<file path="src/rtl/message_arbiter_pkg.sv">
// Shared definitions for the message-frame arbiter.
// Contents: index/byte widths, FSM state encodings, default watchdog
// timeout, and a wrapping index-increment helper.
package message_arbiter_pkg;

   localparam int unsigned IDX_W           = 3;
   localparam int unsigned BYTE_W          = 8;
   localparam int unsigned CNT_FRAME_W     = 16;
   localparam int unsigned DEFAULT_TIMEOUT = 1024;

   localparam logic [0:0] STATE_IDLE  = 1'b0;
   localparam logic [0:0] STATE_GRANT = 1'b1;

   // Next source index after idx, wrapping at num.
   function automatic logic [IDX_W-1:0] next_idx(input logic [IDX_W-1:0] idx,
                                                 input int unsigned     num);
      if (32'(idx) + 32'd1 >= num) begin
         return IDX_W'(0);
      end
      return idx + IDX_W'(1);
   endfunction

endpackage

</file>
<file path="src/rtl/message_arbiter_rr_select.sv">
// Combinational round-robin picker.
// Ports:
//   req   : request vector, one bit per source
//   ptr   : highest-priority index for this pick
//   valid : at least one request is set
//   idx   : first requester at or after ptr, wrapping
module message_arbiter_rr_select
   import message_arbiter_pkg::*;
#(
   parameter int unsigned NUM_SRC = 4
) (
   input  logic [NUM_SRC-1:0] req,
   input  logic [IDX_W-1:0]   ptr,
   output logic               valid,
   output logic [IDX_W-1:0]   idx
);

   localparam int unsigned CAND_W = IDX_W + 1;

   logic [CAND_W-1:0] cand;

   // Walk offsets from farthest to nearest so the nearest requester wins.
   always_comb begin
      valid = 1'b0;
      idx   = '0;
      cand  = '0;
      for (int i = int'(NUM_SRC) - 1; i >= 0; i--) begin
         cand = CAND_W'(ptr) + CAND_W'(i);
         if (cand >= CAND_W'(NUM_SRC)) begin
            cand = cand - CAND_W'(NUM_SRC);
         end
         for (int j = 0; j < int'(NUM_SRC); j++) begin
            if ((CAND_W'(j) == cand) && req[j]) begin
               valid = 1'b1;
               idx   = cand[IDX_W-1:0];
            end
         end
      end
   end

endmodule

</file>
<file path="src/rtl/message_arbiter.sv">
// Frame-level round-robin arbiter between message-frame sources and the
// host transmit byte stage. One source owns the byte stream for a whole
// frame; a watchdog releases a grant held by a stalled source.
// Ports:
//   clk, reset        : clock, asynchronous active-high reset
//   src_data          : byte per source, source i at [8*i+7:8*i]
//   src_data_valid    : per-source byte valid
//   src_frame_valid   : per-source frame request / in-frame flag
//   src_wait          : per-source stall (0 = byte consumed this cycle)
//   tx_data/tx_valid  : registered byte stream to the transmit stage
//   tx_ready          : transmit stage accepts tx_data
//   grant_id          : current or last granted source
//   frame_abort       : one-cycle pulse on watchdog release
//   frame_count       : completed frames, wrapping
module message_arbiter
   import message_arbiter_pkg::*;
#(
   parameter int unsigned NUM_SRC = 4,
   parameter int unsigned TIMEOUT = DEFAULT_TIMEOUT
) (
   input  logic                      clk,
   input  logic                      reset,
   input  logic [BYTE_W*NUM_SRC-1:0] src_data,
   input  logic [NUM_SRC-1:0]        src_data_valid,
   input  logic [NUM_SRC-1:0]        src_frame_valid,
   output logic [NUM_SRC-1:0]        src_wait,
   output logic [BYTE_W-1:0]         tx_data,
   output logic                      tx_valid,
   input  logic                      tx_ready,
   output logic [IDX_W-1:0]          grant_id,
   output logic                      frame_abort,
   output logic [CNT_FRAME_W-1:0]    frame_count
);

   localparam int unsigned CNT_W = $clog2(TIMEOUT) + 1;

   logic [0:0]             state_q, state_d;
   logic [IDX_W-1:0]       rr_q, rr_d;
   logic [IDX_W-1:0]       grant_q, grant_d;
   logic [CNT_W-1:0]       idle_q, idle_d;
   logic [BYTE_W-1:0]      tx_data_q, tx_data_d;
   logic                   tx_valid_q, tx_valid_d;
   logic                   abort_q, abort_d;
   logic [CNT_FRAME_W-1:0] count_q, count_d;

   logic                   pick_valid;
   logic [IDX_W-1:0]       pick_idx;
   logic                   cur_fv, cur_dv, take;
   logic [BYTE_W-1:0]      cur_data;

   message_arbiter_rr_select #(.NUM_SRC(NUM_SRC)) u_rr_select (
      .req   (src_frame_valid),
      .ptr   (rr_q),
      .valid (pick_valid),
      .idx   (pick_idx)
   );

   // Mux out the granted source's handshake and byte.
   always_comb begin
      cur_fv   = 1'b0;
      cur_dv   = 1'b0;
      cur_data = '0;
      for (int i = 0; i < int'(NUM_SRC); i++) begin
         if (IDX_W'(i) == grant_q) begin
            cur_fv   = src_frame_valid[i];
            cur_dv   = src_data_valid[i];
            cur_data = src_data[BYTE_W*i +: BYTE_W];
         end
      end
   end

   // Next-state, handshake and datapath decisions.
   always_comb begin
      state_d    = state_q;
      rr_d       = rr_q;
      grant_d    = grant_q;
      idle_d     = idle_q;
      tx_data_d  = tx_data_q;
      tx_valid_d = tx_valid_q;
      abort_d    = 1'b0;
      count_d    = count_q;
      take       = 1'b0;
      src_wait   = '1;

      case (state_q)
         STATE_IDLE: begin
            idle_d = '0;
            if (pick_valid) begin
               grant_d = pick_idx;
               state_d = STATE_GRANT;
            end
         end
         STATE_GRANT: begin
            take = cur_fv & cur_dv & (~tx_valid_q | tx_ready);
            for (int i = 0; i < int'(NUM_SRC); i++) begin
               if (IDX_W'(i) == grant_q) begin
                  src_wait[i] = ~take;
               end
            end
            if (!cur_fv) begin
               count_d = count_q + CNT_FRAME_W'(1);
               rr_d    = next_idx(grant_q, NUM_SRC);
               state_d = STATE_IDLE;
            end else if (take) begin
               idle_d = '0;
            end else if (idle_q == CNT_W'(TIMEOUT - 1)) begin
               // Stalled source: release without counting the frame.
               abort_d = 1'b1;
               rr_d    = next_idx(grant_q, NUM_SRC);
               state_d = STATE_IDLE;
            end else begin
               idle_d = idle_q + CNT_W'(1);
            end
         end
         default: state_d = STATE_IDLE;
      endcase

      // Output register drains independently of the FSM state.
      if (take) begin
         tx_data_d  = cur_data;
         tx_valid_d = 1'b1;
      end else if (tx_ready) begin
         tx_valid_d = 1'b0;
      end
   end

   always_ff @(posedge clk or posedge reset) begin
      if (reset) begin
         state_q    <= STATE_IDLE;
         rr_q       <= '0;
         grant_q    <= '0;
         idle_q     <= '0;
         tx_data_q  <= '0;
         tx_valid_q <= 1'b0;
         abort_q    <= 1'b0;
         count_q    <= '0;
      end else begin
         state_q    <= state_d;
         rr_q       <= rr_d;
         grant_q    <= grant_d;
         idle_q     <= idle_d;
         tx_data_q  <= tx_data_d;
         tx_valid_q <= tx_valid_d;
         abort_q    <= abort_d;
         count_q    <= count_d;
      end
   end

   assign tx_data     = tx_data_q;
   assign tx_valid    = tx_valid_q;
   assign grant_id    = grant_q;
   assign frame_abort = abort_q;
   assign frame_count = count_q;

endmodule

</file>
<file path="config.mk">
export PLATFORM = sky130hd
export DESIGN_NAME = message_arbiter
export DESIGN_NICKNAME = d
export VERILOG_FILES = /design/src/rtl/message_arbiter_pkg.sv /design/src/rtl/message_arbiter_rr_select.sv /design/src/rtl/message_arbiter.sv
export SDC_FILE = /design/constraint.sdc
export NUM_CORES = 1
export LEC_CHECK = 0
export BUFFER_PORTS_ARGS = -buffer_cell sky130_fd_sc_hd__buf_2
export CORE_MARGIN = 5
export CORE_UTILIZATION = 57
export DETAILED_ROUTE_END_ITERATION = 7
export GPL_TIMING_DRIVEN = 0
export MAX_ROUTING_LAYER = met4
export PLACE_DENSITY = 0.86
export SLEW_MARGIN = 5
export SYNTH_ARGS = -nofsm -noshare
export SYNTH_HDL_FRONTEND = slang
export SYNTH_HIERARCHICAL = 1
export SYNTH_SLANG_ARGS = --single-unit
</file>
<file path="constraint.sdc">
create_clock -name clk -period 4.2 [get_ports clk]
set_clock_uncertainty 0.05 [all_clocks]
set_input_delay 0.63 -clock clk [delete_from_list [all_inputs] [get_ports clk]]
set_output_delay 0.63 -clock clk [all_outputs]
set_load 0.03 [all_outputs]
</file>
# Word-level counts from Yosys, hierarchy flattened
# Index checks and enable logic that the tools add are counted.
# word_totals
register_bits	44
input_bits	43
out_inout_bits	33
word_cells	159
# classes
addsub	11
order_cmp	5
n_eq_ne	20
mux	82
bitwise	7
n_reduce_logical	26
# ops
operator	count
2-to-1 mux 3 bit	22
2-to-1 mux 1 bit	46
2-to-1 mux 11 bit	3
equality test 2 x 4 -> 1 bit, first input constant	8
2-to-1 mux 8 bit	4
case mux 11 bit (2 select lines)	1
2-to-1 mux 4 bit	5
adder 16 x 1 -> 16 bit, second input constant	1
equality test 1 x 4 -> 1 bit, first input constant	4
greater-or-equal comparator 4 x 3 -> 1 bit, second input constant	4
logical AND 1 bit	16
zero test 4 bit	4
subtractor 4 x 3 -> 4 bit, second input constant	3
adder 11 x 1 -> 11 bit, second input constant	1
equality test 11 x 10 -> 1 bit, second input constant	1
adder 3 x 1 -> 4 bit, second input constant	2
adder 3 x 2 -> 4 bit, second input constant	2
equality test 2 x 3 -> 1 bit, first input constant	2
AND reduction 2 bit	3
!= test 2 x 1 -> 1 bit, second input constant	2
inverter 1 bit	4
subtractor 3 x 3 -> 4 bit, second input constant	1
adder 3 x 1 -> 3 bit, second input constant	1
equality test 1 x 3 -> 1 bit, first input constant	1
other kinds (9)	10

# Longest topological paths before layout
# Gate-level depths: netlist (run 1).
# logic_depth
ltp_word	23
ltp_mapped	13
mapped_depth_nobuf	13

# Modules after synthesis
# Netlist (run 1), hierarchy kept.
# modules_own_cells
module	n_inst	cells_per_inst	area_per_inst_um2	seq_area_each_um2
message_arbiter	1	235	2398.6	1101.1
message_arbiter_rr_select	1	48	400.4	0.0

# Worst setup path after synthesis (run 1)
# Ideal clock, no wire load.
# synth_path
path_type	reg2out
startpoint	register grant_q[0], in the netlist grant_id[0]
endpoint	output src_wait[0]
arrival_ns	2.388
setup_slack_ns	1.132
stages_incl_launch_ff	9
n_path_buf	1
cell_sequence	dfrtp_1 inv_1 ha_1 and2b_1 a2111oi_4 o21ai_1 nor2_2 buf_4 nand3_1
# synth_between
elab_chain_len	10
word_cells_on_any_way	17
cone_classes	eq/ne: 3; mux: 10; bitwise: 3; reduce/logical: 1
# synth_rtl
item	line	source
start, declared	message_arbiter.sv:39	logic [IDX_W-1:0] grant_q, grant_d;
start signal, assigned	message_arbiter.sv:140	grant_q <= grant_d;
zero test 3 bit	message_arbiter.sv:64, message_arbiter.sv:96	
2-to-1 mux 1 bit (4 in a row)	message_arbiter.sv:64	if (IDX_W'(i) == grant_q) begin
bitwise AND 1 bit (2 in a row)	message_arbiter.sv:94	take = cur_fv & cur_dv & (~tx_valid_q | tx_ready);
inverter 1 bit	message_arbiter.sv:97	src_wait[i] = ~take;
2-to-1 mux 1 bit (*)	message_arbiter.sv:96	if (IDX_W'(i) == grant_q) begin
2-to-1 mux 4 bit (*)	message_arbiter.sv:85	case (state_q)
end, declared	message_arbiter.sv:26	output logic [NUM_SRC-1:0] src_wait,
# Every way passes the cells marked *; elsewhere a longest branch is shown, timed or not.

# Worst setup path after layout (run 1)
# Ends and elaborated chain as after synthesis.

==> impl_metrics.json, run 1 <==
{
  "synth_enable_flop_cells": 0,
  "wire_per_inst_um": 16.4,
  "finalHoldViolCount": 0,
  "grt_first_pass_wirelength_um": 11700,
  "rows": 25,
  "end_kind": "output pin",
  "total_power_mw": 2.38,
  "place_congestion": 0.914,
  "io_pins": 76,
  "place_ws_ns": 0.976,
  "io_buffers": 75,
  "tightest_slew_ns": 0.921,
  "layout_common_cells": "buf_2, dfrtp_1, nand2_1",
  "maxSlewHeadroom_pct": 38.4,
  "die_y_um": 80.1,
  "powerDensity_mw_per_mm2": 702,
  "fin_nets": 424,
  "drv_slew": 0,
  "grt_max_degree": 36,
  "htreeDepth": 2,
  "die_w_um": 80.1,
  "holdWs_ns": 0.182,
  "netlist_area_sq_mm": 0.00280,
  "clk_latency_ns": 0.30,
  "antenna-diode-count": 0,
  "synthArstFlopShare_pct": 100,
  "cp.arrival_ns": 2.89,
  "mostFrequentLayoutCell": "buf_2",
  "initial_utilization_pct": 58.9,
  "drc_errors": 0,
  "cts_max_path_buffers": 2,
  "dpl.hpwl_um": 5440,
  "coreArea_sq_mm": 0.00475,
  "leakage_nw": 1.56,
  "path_max_fanout": 10,
  "fin_crit_sh_pct": 85.0,
  "r2r_end": "state_q",
  "path_clk_slew_ns": 0.09,
  "drive_above_1_share_pct": 31.9,
  "cts_tree": "yes",
  "fin_util_pct": 71.4,
  "critPathKind": "flop to output pin",
  "synth_largest_area_cell": "dfrtp_1",
  "ir_drop_uv": 486,
  "track_usage_pct": 23.6,
  "dp.cells": 426,
  "antenna_found_initial": 0,
  "layout_min_cycle_time_ns": 3.57,
  "clockRootBuffer": "clkbuf_8",
  "cts_hold_buf": 0,
  "num_vias": 2583,
  "grt_pass1_vias": 2521,
  "fillers": 384,
  "yosysWarnings": 6,
  "setup_viol": 0,
  "run_status": "complete, no violations",
  "setup.worst_path.start_class": "flop",
  "syn_nets": 341,
  "fmax_mhz": 280,
  "synth_top_flop_cell": "dfrtp_1",
  "dpl_cell_area_sq_mm": 0.00328,
  "drt-pass1-iter-count": 5,
  "worst_slack_ns": 0.628,
  "cts_sinks": 44,
  "final_area_sq_mm": 0.00339,
  "cts-resized-gates": 0,
  "synthToLayoutAreaGrowth_pct": 21.2,
  "design.die.area_sq_mm": 0.00641,
  "synthDistinctLibCells": 62,
  "ys_seq_area_share_pct": 39.3,
  "crit_required_ns": 3.52,
  "r2r-start": "rr_q[1]",
  "hp-class": "primary input to async pin",
  "wl_um": 7110,
  "synthTopCellsByArea": "dfrtp_1, ha_1, mux2_2",
  "tns_ns": 0,
  "numCtsBuffers": 5,
  "ant_nets": 0,
  "cap_violations": 0,
  "ys_ff_latch": 44,
  "syn_inst": 283,
  "post_drt_via_cell_ratio": 5.95,
  "rsz0062_at_grt": "false",
  "drt_iter0_drc": 158,
  "cts_setup_buffers": 0,
  "avgSynthCellArea_sq_um": 9.89,
  "overflow": 0,
  "synth_top_area_share_pct": 39.3,
  "reg2reg_slack_ns": 1.13,
  "instances_no_fill": 434,
  "r2r_cells": 12
}
## metal layers
layer | global-route usage [%] | routed length (um) | vias up
li1 | - | - | 1224
met2 | 39.3 | 3720 | 85
met1 | 29.3 | 2910 | 1256
met5 | - | 0 | -
met3 | 3.92 | 313 | 18
met4 | 7.77 | 176 | 0
## critical path: stages, from the launching register on
cell and delay [ns]:
dfrtp_1 0.44, inv_1 0.13, ha_1 0.30, and2b_1 0.22
a2111oi_4 0.53, o21ai_1 0.27, nor2_2 0.21, buf_4 0.21
nand3_1 0.09, buf_2 0.18
## registers in the layout, summed over array words and instances (netlist names)
register     count
frame_count     16
state_q          1
tx_valid         1
grant_id         3
idle_q          11
rr_q             3
tx_data          8
frame_abort      1
## final cells by class
cell class | count | area (sq um) | share of cell area, %
buffer | 8 | 42.5 | 1.25
clock buffer | 5 | 68.8 | 2.03
clock inverter | 3 | 46.3 | 1.36
inverter | 12 | 45.0 | 1.33
multi-input combinational | 219 | 1610 | 47.5
sequential | 44 | 1100 | 32.4
tap | 67 | 83.8 | 2.47
timing repair buffer | 76 | 395 | 11.7
## worst max path at each step
stage | startpoint | to | slack, ns
after floorplan | grant_id[0] | src_wait[0] | 1.13
after global placement | grant_id[0] | src_wait[0] | 1.06
after detailed placement | grant_id[0] | src_wait[0] | 0.98
after CTS | grant_id[0] | src_wait[0] | 0.62
after global routing | grant_id[2] | src_wait[0] | 0.38
final | grant_id[0] | src_wait[0] | 0.63
## synth_stat cells, drive strengths merged (2+ instances only)
| master | count |
|---|---|
| o31ai | 8 |
| a31o | 2 |
| nand2 | 30 |
| a22o | 3 |
| a31oi | 2 |
| buf | 4 |
| nand3b | 2 |
| or3 | 3 |
| a221o | 2 |
| a21oi | 5 |
| nor3b | 2 |
| nand4 | 9 |
| a221oi | 9 |
| nor2 | 19 |
| clkbuf | 4 |
| a211o | 3 |
| dfrtp | 44 |
| ha | 15 |
| a211oi | 4 |
| o21ai | 10 |
| inv | 12 |
| xor2 | 4 |
| or4 | 2 |
| nor4 | 6 |
| a22oi | 3 |
| mux2 | 12 |
| and3 | 3 |
| nor3 | 10 |
| xnor2 | 14 |
| nand3 | 11 |
| or2 | 2 |
| nor2b | 4 |
| nor4b | 3 |
| nand2b | 2 |
| a222oi | 2 |
| a21boi | 2 |
## logic make-up (layout without fill, tap and decap cells)
logic type	after synthesis	count (layout)	share of synthesized area, %
buffers and inverters	20	104	3.13
AO/OA/AOI/OAI	63	63	19.0
adder cells (fa/ha/maj)	15	15	6.71
AND/OR/NAND/NOR	110	110	20.8
XOR/XNOR	18	18	5.90
flip-flops	44	44	39.3
multiplexers	13	13	5.19
## where the power goes
| group | total, mW | internal, mW | switching (mW) | leakage (nW) |
|---|---|---|---|---|
| logic | 1.40 | 0.546 | 0.856 | 0.932 |
| clock network | 0.335 | 0.179 | 0.155 | 0.0548 |
| registers | 0.644 | 0.528 | 0.116 | 0.572 |
| total | 2.38 | 1.25 | 1.13 | 1.56 |
(Power assumes the default switching activity.)
==> run 2: changes to the inputs <==
CELL_PAD_IN_SITES_DETAIL_PLACEMENT = 1   (was not set)
CELL_PAD_IN_SITES_GLOBAL_PLACEMENT = 1   (was not set)
CORE_UTILIZATION = 43   (was 57)
PLACE_DENSITY = not set   (was 0.86)
PLACE_DENSITY_LB_ADDON = 0.1   (was not set)
==> run 2 against run 1 <==
Global-route usage is 3.8 points lower. Flip-flop and latch count is the same. Die area is 28% higher. Final cell count increased by 2.3%. Critical path type unchanged.
==> impl_metrics.json, run 2 (same netlist as run 1, synthesis figures left out) <==
{
  "mostFrequentLayoutCell": "buf_2",
  "coreArea_sq_mm": 0.00635,
  "fin_util_pct": 54.3,
  "tightest_slew_ns": 0.979,
  "reg2reg_slack_ns": 1.13,
  "antenna_found_initial": 0,
  "drt_iter0_drc": 86,
  "hp-class": "primary input to async pin",
  "cap_violations": 0,
  "setup_viol": 0,
  "r2r_cells": 12,
  "die_y_um": 90.7,
  "num_vias": 2585,
  "grt_first_pass_wirelength_um": 13000,
  "grt_max_degree": 39,
  "cts_tree": "yes",
  "r2r-start": "rr_q[0]",
  "track_usage_pct": 19.7,
  "grt_pass1_vias": 2594,
  "critPathSlowestCell": "a2111oi_4",
  "numCtsBuffers": 5,
  "worst_slack_ns": 0.577,
  "path_clk_slew_ns": 0.09,
  "clk_latency_ns": 0.30,
  "r2r_end": "state_q",
  "fin_crit_sh_pct": 86.3,
  "total_power_mw": 2.52,
  "overflow": 0,
  "p_clk_share_pct": 17.8,
  "dpl.hpwl_um": 5950,
  "leakage_nw": 1.58,
  "max_stage_delay_ns": 0.55,
  "run_status": "complete, no violations",
  "io_pins": 76,
  "initial_utilization_pct": 44.1,
  "maxSlewHeadroom_pct": 34.6,
  "setup.worst_path.start_class": "flop",
  "fin_nets": 424,
  "fmax_mhz": 276,
  "end_kind": "output pin",
  "p_switching_mw": 1.15,
  "place_ws_ns": 0.890,
  "dp.cells": 436,
  "cp.arrival_ns": 2.94,
  "cts_setup_buffers": 0,
  "power.internal_mw": 1.37,
  "layout_min_cycle_time_ns": 3.62,
  "final_area_sq_mm": 0.00345,
  "design.die.area_sq_mm": 0.00822,
  "synthToLayoutAreaGrowth_pct": 23.2,
  "die_w_um": 90.7,
  "ir_drop_uv": 399,
  "rows": 29,
  "drt-pass1-iter-count": 4,
  "dpl_cell_area_sq_mm": 0.00329,
  "path_max_fanout": 10,
  "finalHoldViolCount": 0,
  "htreeDepth": 2,
  "wl_um": 7860,
  "swShare_pct": 45.5,
  "cts-resized-gates": 0,
  "crit_chain": "inv_1 > ha_1 > and2b_1 > a2111oi_4 > o21ai_1 > nor2_2 > buf_4 > nand3_1 > buf_2",
  "drc_errors": 0,
  "drive_above_1_share_pct": 31.9,
  "cts_sinks": 44,
  "cts_hold_buf": 0,
  "ant_nets": 0,
  "post_drt_via_cell_ratio": 5.82,
  "crit_required_ns": 3.52,
  "drv_slew": 0,
  "antenna-diode-count": 0,
  "powerDensity_mw_per_mm2": 730,
  "tns_ns": 0,
  "largest_reg_flops": 16,
  "cts_max_path_buffers": 2,
  "critPathBufInv": 3,
  "io_buffers": 75,
  "power_frac_seq_pct": 25.6,
  "layout_common_cells": "buf_2, dfrtp_1, nand2_1",
  "critPathTopFamily": "compound AO/OA/AOI/OAI gates",
  "wire_per_inst_um": 17.7,
  "instances_no_fill": 444,
  "place_congestion": 0.851,
  "critPathKind": "flop to output pin",
  "holdWs_ns": 0.161,
  "rsz0062_at_grt": "false",
  "combinationalPowerShare_pct": 56.6,
  "clockRootBuffer": "clkbuf_8"
}
-- run 2: cell types whose count changed in the layout (fill, tap and decap cells not counted) --
cell        change
bufinv_16       +2
inv_6           -1
clkinvlp_4      -1
-- run 2: metal layers --
metal / global-route usage, % / vias up / share of wire, %
li1: - / 1227 / -
met1: 23.7 / 1287 / 42
met2: 32.9 / 58 / 51
met3: 4.42 / 13 / 4.1
met4: 6.20 / 0 / 2.0
met5: - / - / 0
-- run 2: how the worst max path moves through the flow --
stage,cells after the start,endpoint,from,slack (ns)
finish,9,src_wait[0],grant_id[0],0.58
global route,9,src_wait[0],grant_id[2],0.30
CTS,9,src_wait[0],grant_id[0],0.54
detailed placement,9,src_wait[0],grant_id[0],0.89
global placement,9,src_wait[0],grant_id[0],0.95
floorplan,8,src_wait[0],grant_id[0],1.13
-- run 2: worst register-to-register path, stage by stage (launching register included) --
cell and delay [ns]:
dfrtp_1 0.50, inv_1 0.17, ha_1 0.26, xor2_2 0.24, inv_1 0.07, ha_1 0.20, a21boi_1 0.23, nor3_1 0.08
a31oi_1 0.14, a2bb2oi_1 0.34, nand3_1 0.12, nor2b_1 0.22, or2_2 0.33
-- run 2: power by group through the flow --
stage / registers (mW) / clock network (mW) / logic [mW]
global route: 0.665 / 0.477 / 1.55
global placement: 0.647 / 0 / 1.38
detailed placement: 0.651 / 0 / 1.43
floorplan: 0.786 / 0 / 0.903
finish: 0.644 / 0.448 / 1.43
CTS: 0.645 / 0.457 / 1.44
-- run 2: layout make-up --
type | instances | area (sq um)
multi-input cells | 219 | 1610
clock inverters | 3 | 90.1
fillers | 764 | 2900
flip-flops and latches | 44 | 1100
clock buffers | 5 | 68.8
well taps | 77 | 96.3
plain buffers | 8 | 42.5
repair buffers | 76 | 395
inverters | 12 | 45.0
==> run 3: changes to the inputs <==
REMOVE_ABC_BUFFERS = 1   (was not set)
==> run 3 against run 2 <==
Clock-buffer cell count unchanged. Flip-flop and latch count unchanged. Register-to-register slack got worse by 0.05 ns. Sequential share of layout area rose by 0.72 points. Final area fell by 2.2%. Highest routed layer unchanged. Critical endpoint unchanged. Final cell count shrank 1.6%. Die area unchanged. Via count shrank 3.4%. Total power shrank 6.9%. Combinational power fell by 4%. Routed wire length is 2.0% lower.
==> impl_metrics.json, run 3 (same netlist as run 1, synthesis figures left out) <==
{
  "tightest_slew_ns": 0.985,
  "powerDensity_mw_per_mm2": 694,
  "instances_no_fill": 437,
  "wl_um": 7700,
  "r2r_end": "state_q",
  "mostFrequentLayoutCell": "buf_2",
  "place_congestion": 0.827,
  "cts_tree": "yes",
  "setup.worst_path.start_class": "flop",
  "dp.cells": 428,
  "synthToLayoutAreaGrowth_pct": 20.5,
  "grt.busiest_layer": "met2",
  "crit_chain": "inv_1 > ha_1 > and2b_1 > a2111oi_4 > o21ai_2 > nor2_2 > nand3_1 > buf_2",
  "drt-pass1-iter-count": 5,
  "design.die.area_sq_mm": 0.00822,
  "finalHoldViolCount": 0,
  "path_clk_slew_ns": 0.09,
  "holdWs_ns": 0.189,
  "reg2reg_slack_ns": 1.08,
  "layout_min_cycle_time_ns": 3.77,
  "fin_util_pct": 53.1,
  "io_pins": 76,
  "drt_iter0_drc": 58,
  "grt_use_met3_pct": 4.08,
  "crit_required_ns": 3.52,
  "drv_slew": 0,
  "cap_violations": 0,
  "htreeDepth": 2,
  "post_drt_via_cell_ratio": 5.71,
  "wire_per_inst_um": 17.6,
  "grtUsageMet1_pct": 23.9,
  "setup_viol": 0,
  "hp-class": "primary input to async pin",
  "fin_crit_sh_pct": 89.7,
  "rsz0062_at_grt": "false",
  "grt_first_pass_wirelength_um": 12800,
  "clockRootBuffer": "clkbuf_8",
  "maxSlewHeadroom_pct": 34.2,
  "cp.arrival_ns": 3.09,
  "run_status": "complete, no violations",
  "overflow": 0,
  "die_y_um": 90.7,
  "layout_common_cells": "buf_2, dfrtp_1, nand2_1",
  "tns_ns": 0,
  "grt_max_degree": 37,
  "ir_drop_uv": 394,
  "initial_utilization_pct": 44.1,
  "ant_nets": 0,
  "leakage_nw": 1.54,
  "dpl_cell_area_sq_mm": 0.00325,
  "drc_errors": 0,
  "cts_setup_buffers": 0,
  "total_power_mw": 2.34,
  "rows": 29,
  "cts_hold_buf": 0,
  "largest_reg_flops": 16,
  "cts_sinks": 44,
  "max_stage_delay_ns": 0.56,
  "fmax_mhz": 265,
  "track_usage_pct": 19.5,
  "r2r-start": "rr_q[1]",
  "grtUsageMet2_pct": 32.2,
  "dpl.hpwl_um": 5940,
  "coreArea_sq_mm": 0.00635,
  "cts_max_path_buffers": 2,
  "numCtsBuffers": 5,
  "die_w_um": 90.7,
  "num_vias": 2496,
  "fin_nets": 416,
  "r2r_cells": 12,
  "end_kind": "output pin",
  "clk_latency_ns": 0.30,
  "io_buffers": 75,
  "critPathTopFamily": "simple AND/OR/NAND/NOR gates",
  "grt_pass1_vias": 2569,
  "final_area_sq_mm": 0.00337,
  "path_max_fanout": 15,
  "critPathKind": "flop to output pin",
  "critPathSlowestCell": "nor2_2",
  "place_ws_ns": 0.296,
  "drive_above_1_share_pct": 32.3,
  "worst_slack_ns": 0.431,
  "critPathBufInv": 2,
  "antenna_found_initial": 1
}
## run 3: cell count changes in the layout (fill, tap and decap cells not counted), sizes merged
cell	delta
buf	-4
clkbuf	-4
bufinv	-2
clkinv	+2
diode	+1
## run 3: timing repair
action                                  4_1_cts  5_1_grt
cloned                                        0        0
pin swaps                                     0        0
gates resized for setup                       1        1
endpoints found under the setup margin        3        1
## run 3: layout make-up
class,count,area (sq um)
Fill cell,757,2980
Multi-Input combinational cell,219,1620
Sequential cell,44,1100
Timing Repair Buffer,76,395
Tap cell,77,96.3
Clock buffer,5,68.8
Clock inverter,3,47.5
Inverter,12,45.0
Antenna cell,1,2.50
## run 3: how the worst max path moves through the flow
| stage | from | end | slack, ns | cells after the start |
|---|---|---|---|---|
| after floorplan | grant_id[2] | src_wait[0] | 0.80 | 6 |
| after global placement | grant_id[2] | src_wait[0] | 0.37 | 7 |
| after global routing | grant_id[0] | src_wait[0] | 0.16 | 8 |
| after CTS | grant_id[2] | src_wait[0] | 0.20 | 7 |
| after detailed placement | grant_id[2] | src_wait[0] | 0.30 | 7 |
| final | grant_id[0] | src_wait[0] | 0.43 | 8 |
## run 3: report_power, final
group	total, mW	switching (mW)	internal (mW)
logic	1.37	0.845	0.521
clock network	0.332	0.153	0.179
registers	0.644	0.116	0.528
## run 3: layer usage
layer	part of all wire, %	wire [um]	vias up
li1	-	-	1211
met1	44	3410	1217
met2	50	3840	58
met3	4.4	339	10
met4	1.5	113	0
met5	0	0	-
## run 3: worst reg2reg max path, stage by stage (launching register included)
cell	delay [ns]
dfrtp_1	0.53
inv_1	0.14
ha_1	0.23
xor2_2	0.23
inv_1	0.08
ha_1	0.20
a21boi_1	0.23
nor3_1	0.07
a31oi_1	0.18
a2bb2oi_1	0.35
nand3_1	0.18
nor2b_1	0.24
or2_2	0.32
